### src/rtl/contador_monitor.sv
// contador_monitor: resynchronises and debounces a ripple counter, classifies each accepted step and queues coded events
module contador_monitor #(
  parameter int WIDTH = 5,
  parameter int STABLE_CYCLES = 2
) (
  input  logic             clk,
  input  logic             clear,
  input  logic [WIDTH-1:0] count_in,
  input  logic [WIDTH-1:0] match_value,
  input  logic             match_en,
  input  logic             evt_ready,
  output logic [WIDTH-1:0] count_stable,
  output logic             count_valid,
  output logic             dir_down,
  output logic             wrap_pulse,
  output logic             match_pulse,
  output logic             step_error,
  output logic             evt_valid,
  output logic [1:0]       evt_code,
  output logic [WIDTH-1:0] evt_value,
  output logic             overflow
);
  localparam int CW = $clog2(STABLE_CYCLES + 1);
  localparam logic [CW-1:0] STAB_MAX = CW'(STABLE_CYCLES);
  logic [WIDTH-1:0] s1, s2, d, t_val;
  logic [CW-1:0] stab_cnt, stab_nxt;
  logic [1:0] code, t_code;
  logic accept, down, up, wrap, err, match, push, pop, t_valid;
  // s2 changes on this edge exactly when s1 differs from it, so stab_nxt is the hold count s2 will report
  always_comb begin
    stab_nxt = (s1 != s2) ? CW'(1) : (stab_cnt == STAB_MAX) ? stab_cnt : stab_cnt + CW'(1);
    accept = (stab_nxt == STAB_MAX) && ((s2 != count_stable) || !count_valid);
    d = s2 - count_stable;
    down = count_valid && (d == '1);
    up = count_valid && (d == WIDTH'(1));
    err = count_valid && !down && !up;
    wrap = (down && (count_stable == '0)) || (up && (count_stable == '1));
    match = match_en && (s2 == match_value);
    code = err ? 2'd3 : wrap ? 2'd2 : match ? 2'd1 : 2'd0;
    push = accept && (code != 2'd0);
    pop = evt_valid && evt_ready;
  end
  always_ff @(posedge clk or posedge clear) begin
    if (clear) begin
      s1 <= '0;
      s2 <= '0;
      stab_cnt <= '0;
      count_stable <= '0;
      count_valid <= 1'b0;
      dir_down <= 1'b1;
      wrap_pulse <= 1'b0;
      match_pulse <= 1'b0;
      step_error <= 1'b0;
      evt_valid <= 1'b0;
      evt_code <= '0;
      evt_value <= '0;
      t_valid <= 1'b0;
      t_code <= '0;
      t_val <= '0;
      overflow <= 1'b0;
    end else begin
      s1 <= count_in;
      s2 <= s1;
      stab_cnt <= stab_nxt;
      wrap_pulse <= accept && wrap;
      match_pulse <= accept && match;
      step_error <= accept && err;
      if (accept) begin
        count_stable <= s2;
        count_valid <= 1'b1;
        if (down) dir_down <= 1'b1;
        else if (up) dir_down <= 1'b0;
      end
      // evt_* is the head slot, t_* the second slot behind it
      if (pop) begin
        if (t_valid) begin
          evt_code <= t_code;
          evt_value <= t_val;
          t_valid <= push;
          if (push) begin
            t_code <= code;
            t_val <= s2;
          end
        end else if (push) begin
          evt_code <= code;
          evt_value <= s2;
        end else evt_valid <= 1'b0;
      end else if (push) begin
        if (!evt_valid) begin
          evt_valid <= 1'b1;
          evt_code <= code;
          evt_value <= s2;
        end else if (!t_valid) begin
          t_valid <= 1'b1;
          t_code <= code;
          t_val <= s2;
        end else overflow <= 1'b1;
      end
    end
  end
endmodule

### config.mk
export PLATFORM = sky130hd
export DESIGN_NAME = contador_monitor
export DESIGN_NICKNAME = d
export VERILOG_FILES = /design/src/rtl/contador_monitor.sv
export SDC_FILE = /design/constraint.sdc
export NUM_CORES = 1
export LEC_CHECK = 0
export CAP_MARGIN = 20
export CORE_UTILIZATION = 35
export DETAILED_ROUTE_END_ITERATION = 7
export SLEW_MARGIN = 5
export SYNTH_ARGS = -nofsm -noshare
export SYNTH_HDL_FRONTEND = slang
export SYNTH_SLANG_ARGS = --single-unit
### constraint.sdc
create_clock -name clk -period 3.5 [get_ports clk]
set_input_delay 0.7 -clock clk [delete_from_list [all_inputs] [get_ports clk]]
set_output_delay 0.7 -clock clk [all_outputs]
set_load 0.03 [all_outputs]
* Word-level counts from Yosys, hierarchy flattened
Cells that the tools add are included.
** Operators by class
- $add $sub $neg :: 2
- Mux-type cells :: 35
- Equality and inequality tests :: 14
- Reductions and logical operators :: 30
- Bitwise operators :: 1
** Operators with widths (number)
- $mux 5 :: 10
- $mux 2 :: 14
- $logic_and 1x1->1 :: 13
- $mux 1 :: 11
- $eq 5x5->1 const B :: 2
- $ne 5x5->1 :: 2
- $reduce_bool 2->1 :: 5
- $ne 2x2->1 const B :: 4
- $reduce_and 3->1 :: 2
- $eq 5x1->1 const B :: 1
- $eq 5x5->1 :: 1
- $logic_not 5->1 :: 1
- $reduce_and 5->1 :: 1
- $sub 5x5->5 :: 1
- $eq 2x2->1 const B :: 2
- $ne 2x1->1 const B :: 2
- $reduce_and 2->1 :: 2
- $reduce_and 4->1 :: 1
- $logic_not 1->1 :: 3
- $add 2x1->2 const B :: 1
- $logic_or 1x1->1 :: 2
- $not 1->1 :: 1
** Storage, ports and cells
- Word-level logic and storage cells :: 98
- Output and inout port bits :: 19
- Register bits after elaboration :: 39

* Longest topological paths before layout
Gate-level depths: netlist (run 1).
- Word-level depth :: 12
- Depth in mapped cells :: 10

* Worst setup path after synthesis (run 1)
Ideal clock, no wire load.
- Kind :: register to register
- Start :: reg count_stable[0]
- End :: reg evt_code[0]
- Required time :: 3375 ps
- Slack :: 577 ps
- Period minus slack after synthesis :: 2923 ps
- Library setup time :: 125 ps
- Data arrival time :: 2798 ps
- Cell stages (with the launch flop) :: 10
- Cell sequence :: dfrtp_1 -> ha_1 -> fa_1 -> nand2b_1 -> a21oi_1 -> xor2_2 -> nor4_2 -> nor3b_4 -> a31oi_4 -> mux2_2
** Between the ends
- Cells in the longest elaborated chain, start to end :: 11
** Ends and longest elaborated chain
- start, declared :: line 12 : output logic [WIDTH-1:0] count_stable,
- start signal, assigned :: line 48 : count_stable <= '0;
- start signal, assigned :: line 69 : count_stable <= s2;
- $sub 5x5->5 :: line 33 : d = s2 - count_stable;
- $eq 5x5->1 or $eq 5x1->1 (tied branches) :: line 34, 35
- $logic_and 1x1->1, on equally long branches :: line 34, 35
- $logic_and 1x1->1 or $logic_not 1->1 (tied branches) :: line 37, 36
- $logic_or 1x1->1 or $logic_and 1x1->1 (tied branches) :: line 37, 36
- $mux 2 or $logic_and 1x1->1 (tied branches) :: line 39, 36
- $mux 2 :: line 39 : code = err ? 2'd3 : wrap ? 2'd2 : match ? 2'd1 : 2'd0;
- $reduce_bool 2->1 :: line 40 : push = accept && (code != 2'd0);
- $logic_and 1x1->1 :: line 40
- $reduce_bool 2->1 (no source line)
- $reduce_and 3->1 (no source line)
- end signal, assigned :: line 77 : evt_code <= t_code;
- end signal, assigned :: line 85 : evt_code <= code;
- end signal, assigned :: line 91 : evt_code <= code;
- end, declared :: line 19 : output logic [1:0] evt_code,
Parallel ways exist; a longest one is shown, timed or not. The select of a mux whose other input is x is not followed.
A chain may end at the register's enable or synchronous reset.

* Worst setup path in the final report (run 1)
- Start :: reg s2[0]
- End :: reg evt_value[4]
** Between the ends
- Cells in the longest elaborated chain, start to end :: 11
** Ends and longest elaborated chain
- start, declared :: line 25 : logic [WIDTH-1:0] s1, s2, d, t_val;
- start signal, assigned :: line 46 : s2 <= '0;
- start signal, assigned :: line 63 : s2 <= s1;
- $sub 5x5->5 :: line 33
- $eq 5x5->1 or $eq 5x1->1 (tied branches) :: line 34, 35
- $logic_and 1x1->1, on equally long branches :: line 34, 35
- $logic_and 1x1->1 or $logic_not 1->1 (tied branches) :: line 37, 36
- $logic_or 1x1->1 or $logic_and 1x1->1 (tied branches) :: line 37, 36
- $mux 2 or $logic_and 1x1->1 (tied branches) :: line 39, 36
- $mux 2 :: line 39
- $reduce_bool 2->1 :: line 40
- $logic_and 1x1->1 * :: line 40
- $reduce_bool 2->1 (no source line)
- $reduce_and 3->1 (no source line) *
- end signal, assigned :: line 78 : evt_value <= t_val;
- end, declared :: line 20 : output logic [WIDTH-1:0] evt_value,
Every way passes the cells marked *; elsewhere a longest branch is shown, timed or not.

==> metrics, run 1 <==
outcome finished, final reports clean; post-route antenna net violation count 0; Crit path required time 3.68 ns; Critical R2R Launch s2[0]; yosys warns 0; RSZ-0062 raised after global routing no; Hold Path Class flip-flop to flip-flop; CP Launch Type flip-flop; Setup violations, final 0; PostCTS Resize Cnt 0; area of the multi-input gates 942 um^2; max-slew violations 0; Hold Crit Start s1[4]; Post-DP HPWL 2800 um; CP endpoint kind flip-flop; placed insts 285; net count reported at finish 241; GRT Total Usage 14.9%; core area 5510 um^2; Chip Height 77.4 um; P_int 0.00104 W; DIE AREA 5990 um^2; crit path max fanout 6; TritonCTS Buffers 5; clock transition at the registers of the reported paths 0.08 ns; CTS tree built; total power density per cell area 659 nW/um^2; # rows 27; final period utilization 86.5%; final WL 3860 um; post-synthesis sequential area ratio 49.1%; vias in the first global route 1418; H-tree levels 2; layout cells sized above 1 15.4%; DR iter-0 viols 79; P&R area growth vs syn 26.7%; count of flip-flops with a built-in enable after synthesis 0; drt first pass iters 4; Worst EP arrival 3.21 ns; Worst IR Drop VDD 239 uV; Rel. slew slack 64.5%; fmax 0.330 GHz; largest net degree at the start of global routing 40; Worst-Skew Late Latency 0.30 ns; antenna violations before repair 0; synth unique cells 46; # fillers 537; die width 77.4 um; post-synth net total 202; final setup TNS 0 ns; IO Port Bufs 32; global-route wire length before repair 6860 um; # Max-Cap Violations 0; worst slew pin tran 0.527 ns; vias per cell 4.80; CTS root buffer clkbuf_8; Synth Cell Area 1990 um^2; switching share of power 37.3%; Placement Setup Slack 0.462 ns; gp weighted congestion 0.769; ys async rst share 100%; Remaining DRCs 0; skew final 0.0115 ns; Synth Register Bits 39; buffer count from post-CTS setup fixing 0; clock power share 23.3%; CP Launch Point s2[0]; Comb pwr share 39.0%; slack of the worst reg-to-reg path 0.47 ns; post-layout min period 3.03 ns; Min Hold Slack 0.398 ns; vias 1405; main flop type after synthesis dfrtp_1; Seq pwr share 37.6%; Clock Path Buffers 2; Mapped Cells 181; Setup CP Type flip-flop to flip-flop; CTS Hold Bufs 0; Seq. cell area 977 um^2; Overflow after GRT 0; fin cells 293; clk sinks 39; antenna diode count 0; Final WS setup 0.473 ns; Net Switching 0.000620 W; initial core utilization 36.2%; Hold Violations, Final 0; Leakage 1.10 nW; Ports 33; WL/cell 13.2 um; Post-Syn Area per Cell 11.0 um^2
## through the flow
stage	power (W)	utilization (%)	area (um^2)
6_report	0.00166	45.8	2520
3_5_place_dp	0.00128	43.7	2400
4_1_cts	0.00168	45.8	2520
5_1_grt	0.00177	45.8	2520
3_3_place_gp	0.00128	43.7	2400
2_1_floorplan	0.00107	-	1990
## per-layer routing
| layer | vias to the layer above | track usage (%) | wire (um) |
|---|---|---|---|
| met4 | 0 | 5.47 | 52 |
| met1 | 671 | 19.8 | 1860 |
| met2 | 26 | 23.1 | 1800 |
| met5 | - | 0 | 0 |
| li1 | 702 | - | - |
| met3 | 6 | 4.24 | 157 |
## registers in the layout, summed over array words and instances (netlist names)
name          flops
dir_down          1
stab_cnt          2
t_valid           1
s2                5
step_error        1
t_val             5
evt_valid         1
count_valid       1
evt_code          2
evt_value         5
match_pulse       1
wrap_pulse        1
t_code            2
count_stable      5
s1                5
overflow          1
## synthesized netlist by cell type, types with 2 or more instances
| cell | n | area [um^2] |
|---|---|---|
| a21oi_1 | 6 | 30.0 |
| a31oi_4 | 2 | 42.5 |
| and2_1 | 2 | 12.5 |
| clkbuf_1 | 2 | 7.51 |
| dfrtp_1 | 38 | 951 |
| ha_1 | 6 | 75.1 |
| inv_1 | 14 | 52.6 |
| mux2_1 | 2 | 22.5 |
| mux2_2 | 12 | 135 |
| nand2_1 | 25 | 93.8 |
| nand2b_1 | 5 | 31.3 |
| nand3_1 | 3 | 15.0 |
| nor2_1 | 9 | 33.8 |
| nor3_1 | 4 | 20.0 |
| nor4_1 | 2 | 12.5 |
| o21ai_0 | 8 | 40.0 |
| xnor2_1 | 7 | 61.3 |
| xor2_1 | 5 | 43.8 |
| xor2_2 | 2 | 32.5 |
## final timing paths
kind                           endpoint  depth (start not counted)
min                               s2[4]                          0
min reg2reg                       s2[4]                          0
min in group asynchronous         s1[0]                          3
max in group asynchronous      dir_down                          3
max                        evt_value[4]                         10
max reg2reg                evt_value[4]                         10
## critical path, cell delays in order, from the launching register on
cell	delay, ns
dfrtp_1	0.43
inv_1	0.08
ha_1	0.21
fa_1	0.40
nand2b_1	0.16
a21oi_1	0.21
xor2_2	0.13
nor4_2	0.46
nor3b_4	0.13
a31oi_4	0.32
mux2_2	0.37
## cell usage in the layout, fill, tap and decap left out, types with 2 or more instances in the layout
cell type,n
clkdlybuf4s50_1,32
dfrtp_1,38
a21oi_1,6
nor4_1,2
nor2_1,9
ha_1,6
nand3_1,3
xor2_2,2
inv_1,14
clkbuf_8,5
nand2_1,25
mux2_1,2
buf_4,3
nor3_1,4
mux2_2,12
and2_1,2
xor2_1,5
a31oi_4,2
xnor2_1,7
o21ai_0,8
nand2b_1,5
## power by group through the flow
stage          combinational (W)  clock (W)  sequential [W]
6_report                0.000648   0.000387        0.000625
5_1_grt                 0.000705   0.000422        0.000641
4_1_cts                 0.000654   0.000403        0.000626
3_5_place_dp            0.000651          0        0.000632
3_3_place_gp            0.000644          0        0.000634
2_1_floorplan           0.000334          0        0.000731
## layout make-up
| class | instances | area share, % |
|---|---|---|
| multi-input cells | 125 | 37.4 |
| clock buffers | 5 | 2.73 |
| inverters | 14 | 2.08 |
| well taps | 72 | 3.57 |
| flip-flops and latches | 39 | 38.8 |
| clock inverters | 3 | 1.89 |
| repair buffers | 35 | 13.6 |
## logic make-up (layout without fill, tap and decap cells)
logic type	count (synthesis)	in the layout	share of synthesized area [%]
AOI/OAI and AO/OA	29	29	11.4
buffers and inverters	17	57	3.58
muxes	14	14	7.92
DFF	39	39	49.1
xor gates and xnor gates	14	14	6.91
adders and majority gates	7	7	4.78
and+or+nand+nor	61	61	16.3
No activity file was read; power rests on OpenSTA's default activity.
==> run 2, diff against run 1 <==
- RECOVER_POWER: not set -> 50
- clock period: 3.5 -> 2.6 ns (I/O delays scaled with it)
==> metrics, run 2 (synthesized netlist as in run 1, its figures left out) <==
outcome finished with violations; failing checks setup timing; H-tree levels 2 (unchanged); CP cell instances ha_4 -> fa_2 -> nand2b_4 -> a21oi_4 -> xor2_4 -> and4b_1 -> nor3b_4 -> a31oi_4 -> buf_12 -> mux2_4; Worst EP arrival 2.91 ns (-0.30 ns); CP Launch Type flip-flop; Hold Path Class flip-flop to flip-flop; antenna violations before repair 0 (unchanged); Min Hold Slack 0.401 ns (+0.00264 ns); vias 1499 (+6.7%); Clock Path Buffers 2 (unchanged); final setup TNS -1.30 ns (-1.30 ns); Setup CP Type flip-flop to flip-flop; clk sinks 39 (unchanged); DR iter-0 viols 74 (-6.3%); CTS root buffer clkbuf_8; global-route wire length before repair 7570 um (+10%); Worst-Skew Late Latency 0.30 ns (about the same); die width 77.4 um (unchanged); gp weighted congestion 0.835 (+8.6%); Overflow after GRT 0 (unchanged); CP max stage delay 0.42 ns (-0.04 ns); Hold Violations, Final 0 (unchanged); Leakage 1.28 nW (+16%); RSZ-0062 raised after global routing yes; Rel. slew slack 38.0% (-27 points); P&R area growth vs syn 43.9%; commonest non-fill, non-tap cell in the layout dfrtp_1; Remaining DRCs 0 (unchanged); fmax 0.367 GHz (+11%); clock transition at the registers of the reported paths 0.08 ns (about the same); net count reported at finish 268 (+11%); # rows 27 (unchanged); GRT Total Usage 16.7% (+1.8 points); # Max-Cap Violations 0 (unchanged); final WL 4310 um (+12%); post-route antenna net violation count 0 (unchanged); Crit path required time 2.78 ns (-0.90 ns); initial core utilization 36.2% (unchanged); crit-path leading delay family simple AND/OR/NAND/NOR gates; total power density per cell area 920 nW/um^2 (+40%); CTS Hold Bufs 0 (unchanged); Final WS setup -0.128 ns (-0.601 ns); core area 5510 um^2 (unchanged); Setup violations, final 14 (+14); DIE AREA 5990 um^2 (unchanged); area of the multi-input gates 1050 um^2 (+12%); final period utilization 105% (+18 points); CTS tree built; max-slew violations 0 (unchanged); skew final 0.00692 ns (-0.00457 ns); Chip Height 77.4 um (unchanged); # fillers 508 (-5.4%); commonest non-fill, non-tap cells in the layout 37 x dfrtp_1, 28 x buf_4, 26 x clkdlybuf4s50_1; crit path max fanout 5 (-1); Worst IR Drop VDD 480 uV (+100%); CP endpoint kind flip-flop; slowest CP cell dfrtp_2; worst slew pin tran 0.930 ns (+0.403 ns); Seq. cell area 978 um^2 (+0.13%); vias in the first global route 1550 (+9.3%); Placement Setup Slack -0.144 ns (-0.607 ns); TritonCTS Buffers 5 (unchanged); Ports 33 (unchanged); vias per cell 4.68 (-2.3%); layout cells sized above 1 29.0% (+14 points); buffers plus inverters on the worst setup path 1 (unchanged); WL/cell 13.5 um (+2.1%); largest net degree at the start of global routing 40 (unchanged); post-layout min period 2.73 ns (-0.299 ns); antenna diode count 0 (unchanged); Post-DP HPWL 3290 um (+18%); drt first pass iters 4 (unchanged); IO Port Bufs 32 (unchanged)
[run 2: layout make-up]
cell class	instances	share of cell area (%)
tap	72	3.15
multi-input combinational	125	36.7
sequential	39	34.2
clock buffer	5	2.40
inverter	14	1.83
timing repair buffer	62	19.4
clock inverter	3	2.36
[run 2: through the flow]
| step | std cells | area (um^2) | utilization (%) | power, W |
|---|---|---|---|---|
| 2_1_floorplan | 181 | 2090 | - | 0.00156 |
| 3_3_place_gp | 309 | 2700 | 48.9 | 0.00201 |
| 3_5_place_dp | 309 | 2700 | 48.9 | 0.00202 |
| 4_1_cts | 320 | 2870 | 52.1 | 0.00266 |
| 5_1_grt | 320 | 2860 | 52.0 | 0.00280 |
| 6_report | 320 | 2860 | 52.0 | 0.00263 |
[run 2: power breakdown]
part / switching, W / internal, W
Sequential: 0.0000964 / 0.000733
Clock: 0.000220 / 0.000383
Combinational: 0.000608 / 0.000594
Total: 0.000925 / 0.00171
[run 2: what timing repair did]
action	in CTS	in global routing
pin swaps	5	3
setup endpoints to repair	13	17
resized for setup	3	0
buffers inserted	3	0
[run 2: path summary, 6_finish.rpt]
path	start	endpoint	slack (ns)	cells past startpoint
worst max register to register	count_stable[0]	evt_value[3]	-0.13	10
worst min register to register	s1[4]	s2[4]	0.40	0
worst min-delay path	s1[4]	s2[4]	0.40	0
max in group asynchronous	clear	count_stable[0]	1.04	3
min in group asynchronous	clear	s1[4]	0.94	3
worst max-delay path	count_stable[0]	evt_value[3]	-0.13	10
[run 2: routing by layer]
metal / track usage, % / routed length, um
met5: 0 / 0
met4: 6.23 / 63
met3: 3.53 / 114
met2: 28.1 / 2080
met1: 21.0 / 2050
[run 2: worst reg2reg max path, delay by kind of cell, from the launching register on]
kind / cells / cell delay [ns]
mux: 1 / 0.28
xor+xnor: 1 / 0.13
simple gates: 3 / 0.76
flops: 1 / 0.42
buf+inv: 1 / 0.16
compound gates: 2 / 0.35
fa+ha+maj: 2 / 0.51
==> run 3, diff against run 2 <==
- CORE_UTILIZATION: 35 -> 47
- PLACE_DENSITY: not set -> 0.75
- SKIP_LAST_GASP: not set -> 1
==> metrics, run 3 (synthesized netlist as in run 1, its figures left out) <==
crit path max fanout 6 (+1); gp weighted congestion 0.882 (+5.6%); CP cell instances ha_4 -> fa_2 -> nand2b_4 -> a21oi_4 -> xor2_4 -> and4b_2 -> nor3b_4 -> buf_6 -> a31oi_4 -> buf_12 -> mux2_4; outcome finished with violations; Leakage 1.28 nW (about the same); clock transition at the registers of the reported paths 0.07 ns (about the same); vias per cell 5.23 (+12%); clk sinks 39 (unchanged); Hold Violations, Final 0 (unchanged); DR iter-0 viols 108 (+46%); CP max stage delay 0.42 ns (about the same); fin cells 300 (-6.3%); CTS tree built; antenna violations before repair 0 (unchanged); die width 67.1 um (-13%); drt first pass iters 4 (unchanged); worst slew pin tran 0.946 ns (+0.0159 ns); commonest non-fill, non-tap cells in the layout 37 x dfrtp_1, 27 x buf_4, 26 x clkdlybuf4s50_1; switching share of power 38.1% (+3.0 points); Crit path required time 2.78 ns (about the same); WL/cell 14.6 um (+8.8%); post-layout min period 2.74 ns (+0.0154 ns); Hold Path Class flip-flop to flip-flop; Worst EP arrival 2.93 ns (+0.02 ns); Seq pwr share 34.5% (+3.0 points); Chip Height 67.1 um (-13%); Design Power 0.00243 W (-7.8%); Worst-Skew Late Latency 0.30 ns (about the same); Clock Path Buffers 2 (unchanged); GRT Total Usage 23.0% (+6.3 points); P&R area growth vs syn 42.4%; skew final 0.00669 ns (-0.000231 ns); P_int 0.00150 W (-12%); IO Port Bufs 32 (unchanged); layout cells sized above 1 30.0% (+0.97 points); Post-DP HPWL 3300 um (+0.31%); Ports 33 (unchanged); commonest non-fill, non-tap cell in the layout dfrtp_1; core area 4030 um^2 (-27%); RSZ-0062 raised after global routing yes; post-route antenna net violation count 0 (unchanged); # rows 23 (-15%); Worst IR Drop VDD 497 uV (+3.5%); CP endpoint kind flip-flop; final setup TNS -1.49 ns (-0.195 ns); net count reported at finish 270 (+0.75%); # Max-Cap Violations 0 (unchanged); fmax 0.364 GHz (-0.56%); CTS Hold Bufs 0 (unchanged); clock power share 16.3% (-6.6 points); Placement Setup Slack -0.135 ns (+0.00980 ns); largest net degree at the start of global routing 40 (unchanged); TritonCTS Buffers 5 (unchanged); failing checks setup timing; Rel. slew slack 36.9% (-1.1 points); H-tree levels 2 (unchanged); CP Launch Type flip-flop; Net Switching 0.000924 W (about the same); DIE AREA 4500 um^2 (-25%); total power density per cell area 857 nW/um^2 (-6.9%); vias in the first global route 1571 (+1.4%); Setup CP Type flip-flop to flip-flop; Overflow after GRT 0 (unchanged); crit-path leading delay family simple AND/OR/NAND/NOR gates; CTS root buffer clkbuf_8; initial core utilization 49.4% (+13 points); Setup violations, final 14 (unchanged); placed insts 285 (-7.8%); global-route wire length before repair 7290 um (-3.6%); slowest CP cell dfrtp_2; antenna diode count 0 (unchanged); max-slew violations 0 (unchanged); final period utilization 106% (+0.59 points); final WL 4390 um (+2.0%); buffers plus inverters on the worst setup path 2 (+1); Final WS setup -0.144 ns (-0.0154 ns); vias 1568 (+4.6%); Comb pwr share 49.2% (+3.6 points); Remaining DRCs 0 (unchanged)
-- run 3: changes by cell type in the layout (fill, tap and decap cells not counted), sizes merged --
cell	previous run	this run
buf	29	31
clkbuf	6	8
clkinvlp	1	0
bufinv	2	0
clkinv	0	1
-- run 3: through the flow --
| step | hold WS, ns | cell area [um^2] | utilization (%) |
|---|---|---|---|
| floorplan | 0.373 | 2090 | - |
| global placement | 0.374 | 2650 | 65.8 |
| detailed placement | 0.382 | 2650 | 65.8 |
| CTS | 0.399 | 2800 | 69.4 |
| global route | 0.421 | 2830 | 70.3 |
| finish | 0.396 | 2830 | 70.3 |
-- run 3: per-layer routing --
metal  up-vias  GRT usage (%)  wire length, um
met5         -              0                0
met4         0           10.6               78
met3         6           6.16              158
met2        44           36.4             2140
met1       758           29.0             2010
li1        760              -                -
-- run 3: power by group through the flow --
stage | clock network (W) | logic, W | registers [W]
global route | 0.000437 | 0.00128 | 0.000856
finish | 0.000395 | 0.00119 | 0.000839
detailed placement | 0 | 0.00114 | 0.000847
global placement | 0 | 0.00110 | 0.000843
floorplan | 0 | 0.000568 | 0.000992
CTS | 0.000407 | 0.00118 | 0.000839
-- run 3: worst register-to-register path, delay by kind of cell, from the launching register on --
kind / cells / cell delay (ns)
adders and majority gates: 2 / 0.50
xor gates and xnor gates: 1 / 0.24
DFF: 1 / 0.42
muxes: 1 / 0.29
buffers and inverters: 2 / 0.28
AOI/OAI and AO/OA: 2 / 0.36
and+or+nand+nor: 3 / 0.53
-- run 3: what timing repair did --
item | in CTS | in global routing
endpoints found under the hold margin | 0 | 0
setup buffers | 4 | 4
resized for setup | 6 | 4
pin swaps | 7 | 9
setup endpoints to repair | 13 | 15
-- run 3: area by class of cell --
| type | count | area (um^2) |
|---|---|---|
| Fill cell | 307 | 1190 |
| Multi-Input combinational cell | 125 | 1070 |
| Sequential cell | 39 | 978 |
| Timing Repair Buffer | 64 | 591 |
| Clock buffer | 7 | 76.3 |
| Tap cell | 50 | 62.6 |
| Inverter | 14 | 52.6 |
| Clock inverter | 1 | 5.00 |
-- run 3: worst paths after layout --
check                                start               to  slack [ns]  cells past startpoint
max                        count_stable[0]         t_val[4]       -0.14                     11
min                                  s1[4]            s2[4]        0.40                      0
max reg2reg                count_stable[0]         t_val[4]       -0.14                     11
min reg2reg                          s1[4]            s2[4]        0.40                      0
max in group asynchronous            clear  count_stable[0]        1.01                      3
min in group asynchronous            clear       step_error        0.95                      3
